==> src/rtl/mem_arbiter.sv <==
// mem_arbiter: shares one multi-cycle main memory between the I-cache miss
// path (read-only) and the D-cache miss path (read/write). One block transfer
// at a time; the losing requester is stalled through its own busywait.
// Optional build macro ARB_ROUND_ROBIN_EN: replaces fixed D-over-I priority
// with a one-bit last-served pointer that alternates the winner on a tie.
module mem_arbiter #(
    parameter int ADDR_W = 6,
    parameter int DATA_W = 32
) (
    input  logic              CLK,
    input  logic              RESET,
    // I port (instruction-cache miss path)
    input  logic              i_read,
    input  logic [ADDR_W-1:0] i_address,
    output logic [DATA_W-1:0] i_readdata,
    output logic              i_busywait,
    // D port (data-cache miss path)
    input  logic              d_read,
    input  logic              d_write,
    input  logic [ADDR_W-1:0] d_address,
    input  logic [DATA_W-1:0] d_writedata,
    output logic [DATA_W-1:0] d_readdata,
    output logic              d_busywait,
    // Main memory side
    output logic              mem_read,
    output logic              mem_write,
    output logic [ADDR_W-1:0] mem_address,
    output logic [DATA_W-1:0] mem_writedata,
    input  logic [DATA_W-1:0] mem_readdata,
    input  logic              mem_busywait,
    // Current owner: 00 none, 01 I, 10 D
    output logic [1:0]        grant
);

    typedef enum logic [2:0] {
        IDLE,
        GNT_I,
        GNT_D,
        DONE_I,
        DONE_D
    } state_t;

    localparam logic [1:0] OWN_NONE = 2'b00;
    localparam logic [1:0] OWN_I    = 2'b01;
    localparam logic [1:0] OWN_D    = 2'b10;

    state_t            state_q;
    logic              seen_q;       // memory has raised busywait for this transfer
    logic [1:0]        grant_q;
    logic [DATA_W-1:0] i_readdata_q;
    logic [DATA_W-1:0] d_readdata_q;

    logic              d_req;
    logic              pick_d;       // D wins arbitration in IDLE this cycle

    assign d_req = d_read | d_write;

`ifdef ARB_ROUND_ROBIN_EN
    logic last_d_q;                  // 1: D was served last, 0: I was served last

    // On a tie the port not served last wins; a lone request always wins.
    assign pick_d = d_req & (~i_read | ~last_d_q);

    // Last-served pointer, updated on entry to DONE_x.
    always_ff @(posedge CLK) begin
        if (!RESET) begin
            last_d_q <= 1'b0;
        end else if (state_q == GNT_I && seen_q && !mem_busywait) begin
            last_d_q <= 1'b0;
        end else if (state_q == GNT_D && seen_q && !mem_busywait) begin
            last_d_q <= 1'b1;
        end
    end
`else
    // Fixed priority: any D request beats an I request.
    assign pick_d = d_req;
`endif

    // Arbitration FSM with registered grant and readdata holding registers.
    // NOTE: every register here is assigned with <= so all of them sample the
    // pre-edge values of state_q and seen_q, regardless of statement order.
    always_ff @(posedge CLK) begin
        if (!RESET) begin
            // NOTE: the readdata holding registers are plain flops, not a
            // memory array, so clearing them in reset is cheap and makes the
            // post-reset outputs defined.
            state_q      <= IDLE;
            seen_q       <= 1'b0;
            grant_q      <= OWN_NONE;
            i_readdata_q <= '0;
            d_readdata_q <= '0;
        end else begin
            unique case (state_q)
                IDLE: begin
                    if (pick_d) begin
                        state_q <= GNT_D;
                        grant_q <= OWN_D;
                    end else if (i_read) begin
                        state_q <= GNT_I;
                        grant_q <= OWN_I;
                    end
                end
                GNT_I: begin
                    if (seen_q && !mem_busywait) begin
                        i_readdata_q <= mem_readdata;
                        seen_q       <= 1'b0;
                        state_q      <= DONE_I;
                    end else if (mem_busywait) begin
                        seen_q <= 1'b1;
                    end
                end
                GNT_D: begin
                    if (seen_q && !mem_busywait) begin
                        // A simultaneous read+write was issued as a write.
                        if (d_read && !d_write) begin
                            d_readdata_q <= mem_readdata;
                        end
                        seen_q  <= 1'b0;
                        state_q <= DONE_D;
                    end else if (mem_busywait) begin
                        seen_q <= 1'b1;
                    end
                end
                DONE_I, DONE_D: begin
                    state_q <= IDLE;
                    grant_q <= OWN_NONE;
                end
                default: begin
                    state_q <= IDLE;
                    grant_q <= OWN_NONE;
                    seen_q  <= 1'b0;
                end
            endcase
        end
    end

    // Memory request mux: the granted port drives memory straight through.
    always_comb begin
        // NOTE: defaults first so every path assigns every output and no
        // latch is inferred for the states that leave memory idle.
        mem_read      = 1'b0;
        mem_write     = 1'b0;
        mem_address   = '0;
        mem_writedata = '0;
        unique case (state_q)
            GNT_I: begin
                mem_read    = i_read;
                mem_address = i_address;
            end
            GNT_D: begin
                mem_write     = d_write;
                mem_read      = d_read & ~d_write;
                mem_address   = d_address;
                mem_writedata = d_writedata;
            end
            default: ;
        endcase
    end

    // Each requester is stalled until its own DONE cycle.
    assign i_busywait = i_read & (state_q != DONE_I);
    assign d_busywait = d_req  & (state_q != DONE_D);

    assign grant      = grant_q;
    assign i_readdata = i_readdata_q;
    assign d_readdata = d_readdata_q;

endmodule

==> config.mk <==
export PLATFORM = sky130hd
export DESIGN_NAME = mem_arbiter
export DESIGN_NICKNAME = d
export VERILOG_FILES = /design/src/rtl/mem_arbiter.sv
export SDC_FILE = /design/constraint.sdc
export NUM_CORES = 1
export LEC_CHECK = 0
export ABC_AREA = 1
export BUFFER_PORTS_ARGS = -buffer_cell sky130_fd_sc_hd__buf_2
export CAP_MARGIN = 10
export CORE_MARGIN = 3
export CORE_UTILIZATION = 42
export CTS_BUF_LIST = sky130_fd_sc_hd__clkbuf_16
export DETAILED_ROUTE_END_ITERATION = 7
export PLACE_DENSITY = 0.81
export SLEW_MARGIN = 15
export SYNTH_ARGS = -nofsm -noshare
export SYNTH_HDL_FRONTEND = slang
export SYNTH_SLANG_ARGS = --single-unit
==> constraint.sdc <==
create_clock -name CLK -period 1.3 [get_ports CLK]
set_input_delay 0.13 -clock CLK [delete_from_list [all_inputs] [get_ports CLK]]
set_output_delay 0.13 -clock CLK [all_outputs]
set_load 0.1 [all_outputs]
# Word level (Yosys, flattened, before mapping)
# Index checks and enable logic that the tools add are counted.
# totals
inputBits	82
reg_bits	70
latchBits	0
wordCells	49
ramBits	0
output_inout_bits	108
mem_count	0
rom_bits	0
# classes
shifts	0
n_div	0
bitwise	7
n_addsub	0
n_eq_ne	10
order_cmp	0
muxes	15
reduce_logical	12
multipliers	0
# ops
op	count
$mux W32	1
$mux W3	4
$pmux W6 S2	1
$pmux W3 S3	1
$eq A3 B2 Y1 const B	2
$ne A3 B3 Y1 const B	2
$reduce_and A2 Y1	3
$reduce_and A3 Y1	2
$mux W2	2
$ne A2 B2 Y1 const B	2
$pmux W1 S2	2
$pmux W2 S2	1
$and A1 B1 Y1	3
$eq A3 B1 Y1 const B	1
$eq A3 B3 Y1 const B	1
$logic_not A3 Y1	1
$mux W1	3
$ne A3 B1 Y1 const B	1
$ne A3 B2 Y1 const B	1
$not A1 Y1	3
$reduce_or A3 Y1	1
$logic_and A1 B1 Y1	2
$logic_not A1 Y1	2
$reduce_or A2 Y1	1
$or A1 B1 Y1	1

# Depth between registers and ports, before layout
# logic_depth
ltp_word	4
ltp_mapped	9
ltp_nobuf	8

# Worst setup path after synthesis
# OpenSTA, ideal clock, no wires.
# synth_path
path_type	reg2out
start	register state_q[0]
end	output mem_read
required_time_ns	1.170
arrival_time_ns	2.055
stages_incl_launch_ff	4
path_buffers	0
path_slack_ns	-0.885
cell_sequence	dfxtp_1 > inv_2 > nand3_4 > o22ai_1
# synth_between
elab_chain_len	2
word_cells_on_any_way	3
classes_between	2 x eq/ne; 1 x mux
# synth_lines
item	line	source
from (decl)	47	state_t state_q;
from (signal assigned)	87	state_q <= IDLE;
from (signal assigned)	96	state_q <= GNT_D;
from (signal assigned)	99	state_q <= GNT_I;
$eq A3 B2 Y1 or $eq A3 B1 Y1 (tied branches)	145	unique case (state_q)
$pmux W1 S2 *	145	
to (decl)	25	output logic mem_read,
# Every way passes the cells marked *; elsewhere a longest branch is shown, timed or not.

# Final worst setup path
# layout_path
start	register seen_q
end	register d_readdata_q[8], in the netlist d_readdata[8]
# layout_between
elab_chain_len	2
# layout_lines
item	line	source
from (decl)	48	logic seen_q;
from (signal assigned)	88	seen_q <= 1'b0;
from (signal assigned)	106	seen_q <= 1'b0;
from (signal assigned)	109	seen_q <= 1'b1;
$logic_and A1 B1 Y1	113	if (seen_q && !mem_busywait) begin
$reduce_and A3 Y1 (no source line)	-	
to (signal assigned)	116	d_readdata_q <= mem_readdata;
to (decl)	51	logic [DATA_W-1:0] d_readdata_q;
# Every way passes these cells.
# A chain may end at the register's enable or synchronous reset.

==> metrics.md <==
| Metric | Value |
|---|---|
| Max-cap violations | `0` |
| Crit Path Category | `register to register` |
| Outcome | `complete, but fails checks` |
| Crit-path max cell delay | `0.34 ns` |
| Num CTS Buffers | `9` |
| Vias post-DR | `4487` |
| # rows | `29` |
| Core area | `6530 sq um` |
| WL/cell | `27.2 um` |
| Io pins | `190` |
| Chip Width | `89.2 um` |
| IO buf count | `189` |
| Sequential share of the synthesized area | `48.2%` |
| Post-synth top flop | `dfxtp_1` |
| Global route overflow | `0` |
| Crit path buf inv count | `5` |
| Initial Utilization | `44.5%` |
| Syn Inst Count | `412` |
| Clock Tree Buf Depth | `2` |
| Min-delay worst type | `input pin to register` |
| Final Hold Vio Count | `0` |
| CP delay by family, top | `simple AND/OR/NAND/NOR gates` |
| Drt total wl | `19600 um` |
| 1st-pass router iterations | `8` |
| Failing checks | `setup timing` |
| Sw Ratio | `48.5%` |
| Layout cell share with drive strength beyond 1 | `61.1%` |
| Vias in the first global route | `4338` |
| Largest net degree at the start of global routing | `40` |
| Internal | `6360 uW` |
| Residual DRC | `0` |
| Detail Route Antenna Nets | `0` |
| PD cells | `1970 nW/um^2` |
| Synth-to-layout area growth | `116%` |
| Place WS | `-0.0832 ns` |
| Crit Path Max Fanout | `8` |
| Arr. time, crit path | `2.17 ns` |
| CP cell instances | `inv_1 > nor2_1 > inv_2 > nor2_4 > nand2_8 > clkinv_8 > buf_12 > buf_16 > nor2_4 > nor2_1` |
| Worst skew pair latency | `0.33 ns` |
| Die Span Y | `89.2 um` |
| Asr flop ratio synth | `0%` |
| Clock sinks | `70` |
| Clock skew | `0.00526 ns` |
| Distinct cells, synth | `23` |
| Worst vdd ir | `1.47 mV` |
| Slowest stage cell, crit path | `dfxtp_1` |
| GR Util All Layers | `39.9%` |
| Flop pwr share | `19.7%` |
| Hold WS | `0.0562 ns` |
| Combinational power share | `58.9%` |
| Syn_nets | `494` |
| CP endpoint kind | `register` |
| Fmax | `0.521 GHz` |
| Worst relative slew slack | `62.5%` |
| Cell leakage power | `0.00297 uW` |
| Iter 0 DRT Violations | `546` |
| CTS tree | `done` |
| First-pass GRT wire length | `23500 um` |
| Synth Cell Area | `2910 sq um` |
| CP Launch Type | `register` |
| EDFF count, synth | `0` |
| Worst slew pin tran | `0.562 ns` |
| Clock Tree Root | `clkbuf_16` |
| H-tree depth | `3` |
| Setup ws final | `-0.619 ns` |
| GPL Wtd Cong | `0.858` |
| Fill count | `143` |
| RSZ-0062 raised after global routing | `yes` |
| Initial antenna violation count | `3` |
| Final period utilization | `148%` |
| Worst EP required | `1.55 ns` |
| P_sw | `6000 uW` |
| Yosys warnings | `0` |
| Flops & latches, synth | `70` |
| Total power | `12400 uW` |
| Slew Viols, Final | `0` |
| Tmin final | `1.92 ns` |
| Clock power share | `21.4%` |
| Setup Viol. Count Final | `115` |
| Die area | `7960 sq um` |
| Clock Pin Slew Worst Setup and Hold Paths | `0.06 ns` |
| Final nets | `720` |
| DP HPWL | `8290 um` |
| Vias per cell | `6.22` |
| Synthesized area per cell | `7.06 sq um` |
## synth_stat cells (all sizes together) (6+ instances only)
cell / count / area [sq um]
a21oi: 6 / 30.0
a22o: 6 / 52.6
buf: 15 / 105
clkbuf: 7 / 26.3
dfxtp: 70 / 1400
inv: 46 / 178
nand2: 14 / 60.1
nand3: 10 / 67.6
nor2: 171 / 649
o21ai: 64 / 320
## metal layers
| layer | vias up | track usage (%) | part of all wire (%) |
|---|---|---|---|
| li1 | 1744 | - | - |
| met1 | 2024 | 40.7 | 31 |
| met2 | 539 | 67.2 | 46 |
| met3 | 178 | 17.7 | 14 |
| met4 | 2 | 23.7 | 8.1 |
| met5 | - | 0 | 0.020 |
## power groups by stage
stage | Combinational, uW | Sequential [uW] | Clock [uW]
finish | 7280 | 2430 | 2650
CTS | 6700 | 2380 | 2570
global placement | 5870 | 2400 | 0
detailed placement | 5960 | 2420 | 0
global route | 7390 | 2430 | 2720
floorplan | 3510 | 2980 | 0
## cell type report
cell class	instances	area, sq um	area share (%)
Multi-Input combinational cell	274	1930	30.7
Clock buffer	9	225	3.58
Clock inverter	7	88.8	1.41
Sequential cell	70	1410	22.5
Timing Repair Buffer	237	2310	36.7
Inverter	46	224	3.56
Antenna cell	1	2.50	0.0398
Tap cell	77	96.3	1.53
## sequential cells by signal (all words and copies together), names as in the netlist
name,cells
grant,2
d_readdata,32
i_readdata,32
state_q,3
seen_q,1
## cells by family after synthesis
group / Yosys count / synth area share, %
AO/OA/AOI/OAI: 78 / 14.3
flip-flops: 70 / 48.2
buffers and inverters: 68 / 10.6
AND/OR/NAND/NOR: 196 / 26.9
## metrics by stage
| stage | utilization (%) | std cells | TNS (ns) | cell area (sq um) |
|---|---|---|---|---|
| detailed placement | 75.6 | 672 | -2.55 | 4940 |
| global placement | 75.6 | 672 | 0 | 4940 |
| global route | 96.2 | 720 | -43.93 | 6280 |
| CTS | 90.9 | 711 | -15.45 | 5940 |
| finish | 96.3 | 721 | -41.36 | 6290 |
| floorplan | - | 412 | -6.26 | 3240 |
## cell usage in the layout, fill, tap and decap left out, types with 5 or more instances in the layout
cell type  count
o21ai_2       28
buf_4         18
nand3_1        6
nand2_1        9
clkbuf_4      20
nor2_4        55
inv_1         37
buf_2        126
o21ai_0        8
buf_16         5
nor2_2        24
nor2_1        92
buf_12        52
clkbuf_16     10
o21ai_1       26
buf_6         10
a22o_4         6
buf_8          5
dfxtp_1       67
## worst min-delay path, delay by kind of cell
family	cells	cell delay, ns
buffers and inverters	1	0.10
and+or+nand+nor	2	0.12
## path summary, 6_finish.rpt
check | startpoint | slack [ns] | end | cells past startpoint
setup / recovery | seen_q | -0.62 | d_readdata[8] | 10
hold reg to reg | i_readdata[11] | 0.51 | i_readdata[11] | 2
hold / removal | mem_readdata[8] | 0.06 | i_readdata[8] | 3
setup reg to reg | seen_q | -0.62 | d_readdata[8] | 10
## what timing repair did
item,4_1_cts,5_1_grt
resized for setup,109,128
endpoints found under the setup margin,106,125
cloned,8,3
pin swaps,26,28
hold buffers,0,0
buffers inserted,15,14
No activity file was read; power rests on OpenSTA's default activity.
